--- src/rtl/thcomptop_if.sv ---
// Handshake and cfg-bus bundle between the EMA stage, the threshold comparator
// and the control block; the comparator connects through the slave modport.
interface thcomptop_if #(
    parameter int WIDTH  = 16,
    parameter int ADDR_W = 4
);
    logic              ematop_thcomptop_start;
    logic [WIDTH-1:0]  ematop_thcomptop_data;
    logic              cfg_we;
    logic [ADDR_W-1:0] cfg_addr;
    logic [WIDTH-1:0]  cfg_data_in;
    logic [WIDTH-1:0]  thcompregs_ctrltop_cfg_data_out0;
    logic [WIDTH-1:0]  thcompregs_ctrltop_cfg_data_out1;
    logic [WIDTH-1:0]  thcompregs_ctrltop_cfg_data_out2;
    logic              thcomptop_ctrltop_start;
    logic [WIDTH-1:0]  thcomptop_ctrltop_data;
    logic              thcomptop_ctrltop_detect;
    logic              thcomptop_ctrltop_event;
    logic              thcomptop_ctrltop_overrun;

    modport slave (
        input  ematop_thcomptop_start, ematop_thcomptop_data,
        input  cfg_we, cfg_addr, cfg_data_in,
        output thcompregs_ctrltop_cfg_data_out0, thcompregs_ctrltop_cfg_data_out1,
        output thcompregs_ctrltop_cfg_data_out2,
        output thcomptop_ctrltop_start, thcomptop_ctrltop_data,
        output thcomptop_ctrltop_detect, thcomptop_ctrltop_event,
        output thcomptop_ctrltop_overrun
    );

    modport master (
        output ematop_thcomptop_start, ematop_thcomptop_data,
        output cfg_we, cfg_addr, cfg_data_in,
        input  thcompregs_ctrltop_cfg_data_out0, thcompregs_ctrltop_cfg_data_out1,
        input  thcompregs_ctrltop_cfg_data_out2,
        input  thcomptop_ctrltop_start, thcomptop_ctrltop_data,
        input  thcomptop_ctrltop_detect, thcomptop_ctrltop_event,
        input  thcomptop_ctrltop_overrun
    );
endinterface

--- src/rtl/thcomptop.sv ---
// Threshold comparator with hysteresis and hold-count debounce; one result
// pulse two cycles after each accepted EMA sample, thresholds set over cfg bus.
module thcomptop #(
    parameter int              WIDTH      = 16,
    parameter int              ADDR_W     = 4,
    parameter logic [WIDTH-1:0] THR_HI_RST = 16'h8000,
    parameter logic [WIDTH-1:0] THR_LO_RST = 16'h6000,
    parameter logic [WIDTH-1:0] HOLD_RST   = 16'd1
) (
    input  logic         clk,
    input  logic         rst,
    thcomptop_if.slave   bus
);
    typedef enum logic [1:0] {S_IDLE, S_CMP, S_OUT} state_t;

    localparam logic [WIDTH-1:0] ONES = '1;
    localparam logic [WIDTH-1:0] ONE  = WIDTH'(1);

    state_t           r_state, w_state_next;
    logic [WIDTH-1:0] r_thr_hi, r_thr_lo, r_hold;
    logic [WIDTH-1:0] r_sample, w_sample_next;
    logic [WIDTH-1:0] r_above_cnt, w_above_next;
    logic [WIDTH-1:0] r_below_cnt, w_below_next;
    logic             r_detect, w_detect_next;
    logic             r_event, w_event_next;
    logic             r_start_out, w_start_next;
    logic [WIDTH-1:0] r_data_out, w_data_next;
    logic             r_overrun, w_overrun_next;
    logic [WIDTH-1:0] w_h, w_above_inc, w_below_inc;
    logic             w_cfg_clr;

    always_ff @(posedge clk or posedge rst) begin
        if (rst) begin
            r_state     <= S_IDLE;
            r_sample    <= '0;
            r_above_cnt <= '0;
            r_below_cnt <= '0;
            r_detect    <= 1'b0;
            r_event     <= 1'b0;
            r_start_out <= 1'b0;
            r_data_out  <= '0;
            r_overrun   <= 1'b0;
        end else begin
            r_state     <= w_state_next;
            r_sample    <= w_sample_next;
            r_above_cnt <= w_above_next;
            r_below_cnt <= w_below_next;
            r_detect    <= w_detect_next;
            r_event     <= w_event_next;
            r_start_out <= w_start_next;
            r_data_out  <= w_data_next;
            r_overrun   <= w_overrun_next;
        end
    end

    always_ff @(posedge clk or posedge rst) begin
        if (rst) begin
            r_thr_hi <= THR_HI_RST;
            r_thr_lo <= THR_LO_RST;
            r_hold   <= HOLD_RST;
        end else if (bus.cfg_we) begin
            case (bus.cfg_addr)
                ADDR_W'(0): r_thr_hi <= bus.cfg_data_in;
                ADDR_W'(1): r_thr_lo <= bus.cfg_data_in;
                ADDR_W'(2): r_hold   <= bus.cfg_data_in;
                default: ;
            endcase
        end
    end

    // HOLD=0 behaves as 1; counters stick at all-ones instead of wrapping.
    assign w_h         = (r_hold == '0) ? ONE : r_hold;
    assign w_above_inc = (r_above_cnt == ONES) ? r_above_cnt : r_above_cnt + ONE;
    assign w_below_inc = (r_below_cnt == ONES) ? r_below_cnt : r_below_cnt + ONE;
    assign w_cfg_clr   = bus.cfg_we && (bus.cfg_addr == ADDR_W'(3));

    // A start outside IDLE is dropped; setting overrun beats a same-cycle clear.
    always_comb begin
        w_overrun_next = r_overrun;
        if (bus.ematop_thcomptop_start && (r_state != S_IDLE))
            w_overrun_next = 1'b1;
        else if (w_cfg_clr)
            w_overrun_next = 1'b0;
    end

    always_comb begin
        w_state_next  = r_state;
        w_sample_next = r_sample;
        w_above_next  = r_above_cnt;
        w_below_next  = r_below_cnt;
        w_detect_next = r_detect;
        w_event_next  = 1'b0;
        w_start_next  = 1'b0;
        w_data_next   = '0;
        case (r_state)
            S_IDLE: begin
                if (bus.ematop_thcomptop_start) begin
                    w_sample_next = bus.ematop_thcomptop_data;
                    w_state_next  = S_CMP;
                end
            end
            S_CMP: begin
                w_state_next = S_OUT;
                w_start_next = 1'b1;
                w_data_next  = r_sample;
                if (!r_detect) begin
                    if (r_sample >= r_thr_hi) begin
                        if (w_above_inc >= w_h) begin
                            w_detect_next = 1'b1;
                            w_event_next  = 1'b1;
                            w_above_next  = '0;
                        end else begin
                            w_above_next  = w_above_inc;
                        end
                    end else begin
                        w_above_next = '0;
                    end
                end else begin
                    if (r_sample < r_thr_lo) begin
                        if (w_below_inc >= w_h) begin
                            w_detect_next = 1'b0;
                            w_event_next  = 1'b1;
                            w_below_next  = '0;
                        end else begin
                            w_below_next  = w_below_inc;
                        end
                    end else begin
                        w_below_next = '0;
                    end
                end
            end
            S_OUT:   w_state_next = S_IDLE;
            default: w_state_next = S_IDLE;
        endcase
    end

    assign bus.thcompregs_ctrltop_cfg_data_out0 = r_thr_hi;
    assign bus.thcompregs_ctrltop_cfg_data_out1 = r_thr_lo;
    assign bus.thcompregs_ctrltop_cfg_data_out2 = r_hold;
    assign bus.thcomptop_ctrltop_start          = r_start_out;
    assign bus.thcomptop_ctrltop_data           = r_data_out;
    assign bus.thcomptop_ctrltop_detect         = r_detect;
    assign bus.thcomptop_ctrltop_event          = r_event;
    assign bus.thcomptop_ctrltop_overrun        = r_overrun;
endmodule

--- src/flat_wrapper.sv ---
// flat-port wrapper written by rule: the top's interface ports become plain ports
module thcomptop_flat 
#(
    parameter int              WIDTH      = 16,
    parameter int              ADDR_W     = 4,
    parameter logic [WIDTH-1:0] THR_HI_RST = 16'h8000,
    parameter logic [WIDTH-1:0] THR_LO_RST = 16'h6000,
    parameter logic [WIDTH-1:0] HOLD_RST   = 16'd1
)
  (clk, rst, bus_ematop_thcomptop_start, bus_ematop_thcomptop_data, bus_cfg_we, bus_cfg_addr, bus_cfg_data_in, bus_thcompregs_ctrltop_cfg_data_out0, bus_thcompregs_ctrltop_cfg_data_out1, bus_thcompregs_ctrltop_cfg_data_out2, bus_thcomptop_ctrltop_start, bus_thcomptop_ctrltop_data, bus_thcomptop_ctrltop_detect, bus_thcomptop_ctrltop_event, bus_thcomptop_ctrltop_overrun);
  thcomptop_if #(.WIDTH(WIDTH), .ADDR_W(ADDR_W)) bus_i ();
  input  logic clk;
  input  logic rst;
  input wire logic [$bits(bus_i.ematop_thcomptop_start)-1:0] bus_ematop_thcomptop_start;
  input wire logic [$bits(bus_i.ematop_thcomptop_data)-1:0] bus_ematop_thcomptop_data;
  input wire logic [$bits(bus_i.cfg_we)-1:0] bus_cfg_we;
  input wire logic [$bits(bus_i.cfg_addr)-1:0] bus_cfg_addr;
  input wire logic [$bits(bus_i.cfg_data_in)-1:0] bus_cfg_data_in;
  output wire logic [$bits(bus_i.thcompregs_ctrltop_cfg_data_out0)-1:0] bus_thcompregs_ctrltop_cfg_data_out0;
  output wire logic [$bits(bus_i.thcompregs_ctrltop_cfg_data_out1)-1:0] bus_thcompregs_ctrltop_cfg_data_out1;
  output wire logic [$bits(bus_i.thcompregs_ctrltop_cfg_data_out2)-1:0] bus_thcompregs_ctrltop_cfg_data_out2;
  output wire logic [$bits(bus_i.thcomptop_ctrltop_start)-1:0] bus_thcomptop_ctrltop_start;
  output wire logic [$bits(bus_i.thcomptop_ctrltop_data)-1:0] bus_thcomptop_ctrltop_data;
  output wire logic [$bits(bus_i.thcomptop_ctrltop_detect)-1:0] bus_thcomptop_ctrltop_detect;
  output wire logic [$bits(bus_i.thcomptop_ctrltop_event)-1:0] bus_thcomptop_ctrltop_event;
  output wire logic [$bits(bus_i.thcomptop_ctrltop_overrun)-1:0] bus_thcomptop_ctrltop_overrun;
  assign bus_i.ematop_thcomptop_start = bus_ematop_thcomptop_start;
  assign bus_i.ematop_thcomptop_data = bus_ematop_thcomptop_data;
  assign bus_i.cfg_we = bus_cfg_we;
  assign bus_i.cfg_addr = bus_cfg_addr;
  assign bus_i.cfg_data_in = bus_cfg_data_in;
  assign bus_thcompregs_ctrltop_cfg_data_out0 = bus_i.thcompregs_ctrltop_cfg_data_out0;
  assign bus_thcompregs_ctrltop_cfg_data_out1 = bus_i.thcompregs_ctrltop_cfg_data_out1;
  assign bus_thcompregs_ctrltop_cfg_data_out2 = bus_i.thcompregs_ctrltop_cfg_data_out2;
  assign bus_thcomptop_ctrltop_start = bus_i.thcomptop_ctrltop_start;
  assign bus_thcomptop_ctrltop_data = bus_i.thcomptop_ctrltop_data;
  assign bus_thcomptop_ctrltop_detect = bus_i.thcomptop_ctrltop_detect;
  assign bus_thcomptop_ctrltop_event = bus_i.thcomptop_ctrltop_event;
  assign bus_thcomptop_ctrltop_overrun = bus_i.thcomptop_ctrltop_overrun;
  thcomptop #(.WIDTH(WIDTH), .ADDR_W(ADDR_W), .THR_HI_RST(THR_HI_RST), .THR_LO_RST(THR_LO_RST), .HOLD_RST(HOLD_RST)) u_core (.clk(clk), .rst(rst), .bus(bus_i));
endmodule
--- config.mk ---
export PLATFORM = sky130hd
export DESIGN_NAME = thcomptop_flat
export DESIGN_NICKNAME = d
export VERILOG_FILES = /design/src/rtl/thcomptop_if.sv /design/src/rtl/thcomptop.sv /design/src/flat_wrapper.sv
export SDC_FILE = /design/constraint.sdc
export NUM_CORES = 1
export LEC_CHECK = 0
export ABC_CLOCK_PERIOD_IN_PS = 4000
export CORE_ASPECT_RATIO = 0.9
export CORE_MARGIN = 4
export CORE_UTILIZATION = 25
export CTS_CLUSTER_SIZE = 25
export DETAILED_ROUTE_END_ITERATION = 6
export SYNTH_ARGS = -nofsm -noshare
export SYNTH_HDL_FRONTEND = slang
export SYNTH_SLANG_ARGS = --single-unit
--- constraint.sdc ---
create_clock -name clk -period 4 [get_ports clk]
set_clock_uncertainty 0.15 [all_clocks]
set_input_delay 0.8 -clock clk [delete_from_list [all_inputs] [get_ports clk]]
set_output_delay 0.8 -clock clk [all_outputs]
set_load 0.01 [all_outputs]
== Word level (Yosys, flattened, before mapping) ==
Index checks and enable logic that the tools add are counted.
W data, S select, Z words.

* Bitwise gates (word level): 1
* $add $sub $neg: 2
* Multiplexer cells: 22
* Eq/ne operators: 7
* Order comparisons: 4
* Reduce and logical (&&, ||, !) cells: 13

{| class="wikitable"
|+ Operators by type and width
! operator !! number
|-
| $mux W16 || 8
|-
| $ge A16 B16 Y1 || 3
|-
| $add A16 B1 Y16 const B || 2
|-
| $eq A16 B16 Y1 const B || 2
|-
| $logic_not A16 Y1 || 1
|-
| $lt A16 B16 Y1 || 1
|-
| $mux W1 || 12
|-
| $reduce_and A2 Y1 || 6
|-
| $eq A4 B2 Y1 const B || 2
|-
| $eq A4 B1 Y1 const B || 1
|-
| $logic_not A4 Y1 || 1
|-
| $pmux W2 S2 || 1
|-
| $reduce_bool A2 Y1 || 2
|-
| $eq A2 B1 Y1 const B || 1
|-
| $logic_and A1 B1 Y1 || 2
|-
| $logic_not A2 Y1 || 1
|-
| $mux W2 || 1
|-
| $ne A2 B2 Y1 const B || 1
|-
| $not A1 Y1 || 1
|}

* Bits of input ports: 40
* Bits in registers: 118
* Output and inout port bits: 68
* Word-level logic and storage cells: 61

== Depth between registers and ports, before layout ==
* Word-level depth: 7
* Gate-level depth with buffers: 16
* Depth with buffers taken out: 14

== Least setup slack after synthesis ==
Ideal clock, no wire load.

* Kind: register -> register
* From: register u_core.r_below_cnt[0]
* To: register u_core.r_below_cnt[13]
* Slack: 0.634 ns
* Arrival time: 3.089 ns
* Data required time: 3.723 ns
* Stages on the path, launching flop included: 15
* Cells stage by stage: dfrtp_1 > ha_1 > and3_1 > nand3_1 > o2111ai_1 > nor2_1 > xor2_1 > ha_1 > nor2_1 > a2111oi_0 > o2111ai_1 > and3_4 > buf_6 > a31oi_1 > o21ai_0

* Longest elaborated chain between the ends: 5
* Elaborated cells on any way between the ends: 6
* Classes of those cells: add/sub: 1; order compare: 1; eq/ne: 1; mux: 3

{| class="wikitable"
|+ RTL lines
! element !! line !! source
|-
| from (decl) || thcomptop.sv:23 || <nowiki>logic [WIDTH-1:0] r_below_cnt, w_below_next;</nowiki>
|-
| from (signal assigned) || thcomptop.sv:47 || <nowiki>r_below_cnt <= w_below_next;</nowiki>
|-
| $add A16 B1 Y16 or $eq A16 B16 Y1 (tied branches) || thcomptop.sv:74 || <nowiki>assign w_below_inc = (r_below_cnt == ONES) ? r_below_cnt : r_below_cnt + ONE;</nowiki>
|-
| $mux W16 * || thcomptop.sv:74 ||
|-
| $ge A16 B16 Y1 || thcomptop.sv:120 || <nowiki>if (w_below_inc >= w_h) begin</nowiki>
|-
| $mux W16 * || thcomptop.sv:120 ||
|-
| $mux W16 * || thcomptop.sv:119 || <nowiki>if (r_sample < r_thr_lo) begin</nowiki>
|}

Mark *: on every way between the ends. The rest lies on a longest branch, timed or not.
A chain may end at the register's enable or synchronous reset.

== Worst setup path after layout ==
* From: register u_core.r_above_cnt[0]
* To: register u_core.r_above_cnt[2]

* Longest elaborated chain between the ends: 5
* Elaborated cells on any way between the ends: 6
* Classes of those cells: add/sub: 1; order compare: 1; eq/ne: 1; mux: 3

{| class="wikitable"
|+ RTL lines
! element !! line !! source
|-
| from (decl) || thcomptop.sv:22 || <nowiki>logic [WIDTH-1:0] r_above_cnt, w_above_next;</nowiki>
|-
| from (signal assigned) || thcomptop.sv:46 || <nowiki>r_above_cnt <= w_above_next;</nowiki>
|-
| $add A16 B1 Y16 or $eq A16 B16 Y1 (tied branches) || thcomptop.sv:73 || <nowiki>assign w_above_inc = (r_above_cnt == ONES) ? r_above_cnt : r_above_cnt + ONE;</nowiki>
|-
| $mux W16 * || thcomptop.sv:73 ||
|-
| $ge A16 B16 Y1 || thcomptop.sv:108 || <nowiki>if (w_above_inc >= w_h) begin</nowiki>
|-
| $mux W16 * || thcomptop.sv:108 ||
|-
| $mux W16 * || thcomptop.sv:107 || <nowiki>if (r_sample >= r_thr_hi) begin</nowiki>
|}

Marked as above.

==> impl_metrics.yaml <==
routing:
  first_pass_iters: 5
  drc_errors: 0
  routed-via-count: 5310
  avgViaCountPerCell: 4.59
  wire_per_inst_um: 15.8
  drt-total-wl_mm: 18.3
  final_antenna_net_count: 0
  drt_iter0_drc: 288
yosys:
  ys_seq_elements: 118
  postSynth.asyncResetShare_pct: 100
  syn_area_um2: 6730
  synth_nets: 785
  syn-instance-count: 682
  synth-seq-area-share_pct: 43.9
  yosys_warnings: 0
  yosys.cell_types.count: 57
  synth_ff_type: "dfrtp_1"
  syn_area_per_cell_um2: 9.87
  synth_edf_count: 0
clocking:
  numCtsBuffers: 17
  clk_latency_ps: 420
  clk_pin_slew_ps: 60
  holdBufCountCts: 0
  h-tree-depth: 4
  cts_tree: "built"
  ctsLongestPathBuffers: 2
  cts_root_buffer: "clkbuf_16"
  numClockSinks: 118
setup_path:
  worstPathArrival_ps: 3830
  cp-start-kind: "flip-flop"
  cp-end-kind: "flip-flop"
  max_stage_delay_ps: 420
  path_class: "reg2reg"
  worstPathCellList: "ha_1, and3_1, nand3_1, nand3_1, nor2_1, xor2_1, ha_1, a21oi_1, o21a_1, o311ai_0, a32oi_1, nor3b_4, nand2_4, o31ai_1"
  crit_slowest_cell: "dfrtp_1"
  path_buf_inv: 0
  critical_path.top_delay_family: "simple AND/OR/NAND/NOR gates"
  cp_max_fo: 12
  cp.required_ps: 4180
final_layout:
  layout.nets: 898
  multi_input_area_um2: 3490
  regArea_um2: 2960
  syn_to_final_growth_pct: 32.8
  final_common_cell: "dfrtp_1"
  layout.cells.non_filler: 1156
  drive_gt1_share_pct: 13.7
  diodes: 0
  mostFrequentLayoutCells: "dfrtp_1 (114), clkdlybuf4s50_1 (107), nand2_1 (95)"
  num-fill-cells: 2655
  fin_area_um2: 8940
die:
  boundaryPins: 108
  core-area_um2: 26300
  rows: 56
  die_y_um: 164
  dieArea_um2: 29600
  die_w_um: 181
  start_util_pct: 25.6
global_routing:
  antenna_found_initial: 0
  track_usage_pct: 12.7
  gr-total-overflow: 0
  grt_max_degree: 119
  grt_pass1_vias: 5501
  grt_pass1_wl_mm: 30.0
pwr:
  powerDensity_nw_per_um2: 535
  finalPower_mw: 4.78
  ir_drop_uv: 309
  static-leakage-power_nw: 3.93
timing:
  fin_crit_sh_pct: 91.4
  final-setup-viol-count: 0
  hold_viol_final: 0
  slew_headroom_pct: 34.7
  holdWs_ps: 339
  fin_crit_ps: 3650
  final_max_slew_viol_count: 0
  rsz0062_at_grt: "false"
  max_slew.worst_pin.slew_ps: 977
  tns_ps: 0
  fmax_mhz: 274
placed_design:
  placed_cell_area_um2: 8220
  dp_cells: 1122
  dpl.hpwl_mm: 14.0
  io_buffers: 107
  gp_congestion: 0.834
run:
  max-cap-violations: 0
worst_hold_path:
  worstHoldPathType: "reg2reg"
run_status:
  outcome: "complete, no violations"
-- state kept, by name, summed over array words and instances (netlist names) --
register,cells
u_core.r_above_cnt,16
u_core.bus.thcompregs_ctrltop_cfg_data_out0,16
u_core.bus.thcomptop_ctrltop_detect,1
u_core.bus.thcomptop_ctrltop_event,1
u_core.r_state,2
u_core.r_sample,16
u_core.r_below_cnt,16
u_core.bus.thcomptop_ctrltop_overrun,1
u_core.bus.thcompregs_ctrltop_cfg_data_out2,16
u_core.bus.thcomptop_ctrltop_data,16
u_core.bus.thcomptop_ctrltop_start,1
u_core.bus.thcompregs_ctrltop_cfg_data_out1,16
-- power by group --
part / total, mW / switching, mW / internal [mW]
registers: 1.60 / 0.195 / 1.41
clock network: 1.76 / 0.573 / 1.19
logic: 1.41 / 0.746 / 0.668
total: 4.78 / 1.51 / 3.27
-- final timing paths --
kind,startpoint,end,slack (ps),depth (start not counted)
min reg2reg,u_core.r_state[1],u_core.r_state[1],340,1
min,u_core.r_state[1],u_core.r_state[1],340,1
max reg2reg,u_core.r_above_cnt[0],u_core.r_above_cnt[2],350,14
max in group asynchronous,rst,u_core.bus.thcomptop_ctrltop_data[12],2470,3
min in group asynchronous,rst,u_core.bus.thcompregs_ctrltop_cfg_data_out1[3],770,3
max,u_core.r_above_cnt[0],u_core.r_above_cnt[2],350,14
-- area by class of cell --
| cell class | instances | area share, % |
|---|---|---|
| multi-input combinational | 486 | 39.0 |
| sequential | 118 | 33.1 |
| timing repair buffer | 118 | 13.0 |
| clock buffer | 18 | 4.91 |
| tap | 348 | 4.87 |
| clock inverter | 14 | 2.74 |
| inverter | 54 | 2.31 |
-- cells by family after synthesis --
family	after synthesis	synth area share (%)
AOI/OAI and AO/OA	141	13.8
muxes	35	5.85
xor gates and xnor gates	24	3.12
buffers and inverters	78	4.76
adders and majority gates	63	11.7
DFF	118	43.9
and+or+nand+nor	223	16.8
-- per-layer routing --
metal | wire (um) | share of wire, % | global-route usage [%] | vias to the layer above
met5 | 0 | 0 | 0 | -
li1 | - | - | - | 2627
met2 | 8470 | 46 | 20.5 | 133
met4 | 291 | 1.6 | 3.48 | 0
met1 | 8140 | 45 | 15.9 | 2528
met3 | 1360 | 7.5 | 5.23 | 22
-- cell usage after synthesis, drive strengths merged (5+ instances only) --
master	n	area, um2
and3	12	90.1
and4	5	46.3
ha	63	788
buf	5	45.0
o211ai	7	52.6
xor2	7	61.3
o21a	5	37.5
a31oi	6	37.5
dfrtp	114	2850
inv	54	203
and2	23	144
mux2	35	394
nand2	97	369
o21ai	64	354
xnor2	17	149
nand3	16	92.6
nand4	14	87.6
nor3	9	45.0
a211oi	5	37.5
nor2b	5	31.3
nor2	26	105
a21oi	20	104
clkbuf	19	72.6
a21o	9	67.6
o2bb2ai	5	43.8
-- worst reg2reg max path, stage by stage, from the launching register on --
cell	delay, ps
dfrtp_1	420
ha_1	230
and3_1	250
nand3_1	290
nand3_1	170
nor2_1	160
xor2_1	210
ha_1	290
a21oi_1	200
o21a_1	150
o311ai_0	110
a32oi_1	180
nor3b_4	320
nand2_4	210
o31ai_1	230
-- repair_timing --
item                                   CTS  global route
resized for setup                        0             5
buffers inserted                         0             2
endpoints found under the hold margin    0             0
setup endpoints to repair                0            30
-- per-stage QoR --
step                setup slack (ps)  util [%]
floorplan                        634         -
finish                           346      34.0
CTS                              157      33.9
global placement                 359      31.3
detailed placement               166      31.3
global route                    1.08      34.0
No activity file was read; power rests on OpenSTA's default activity.
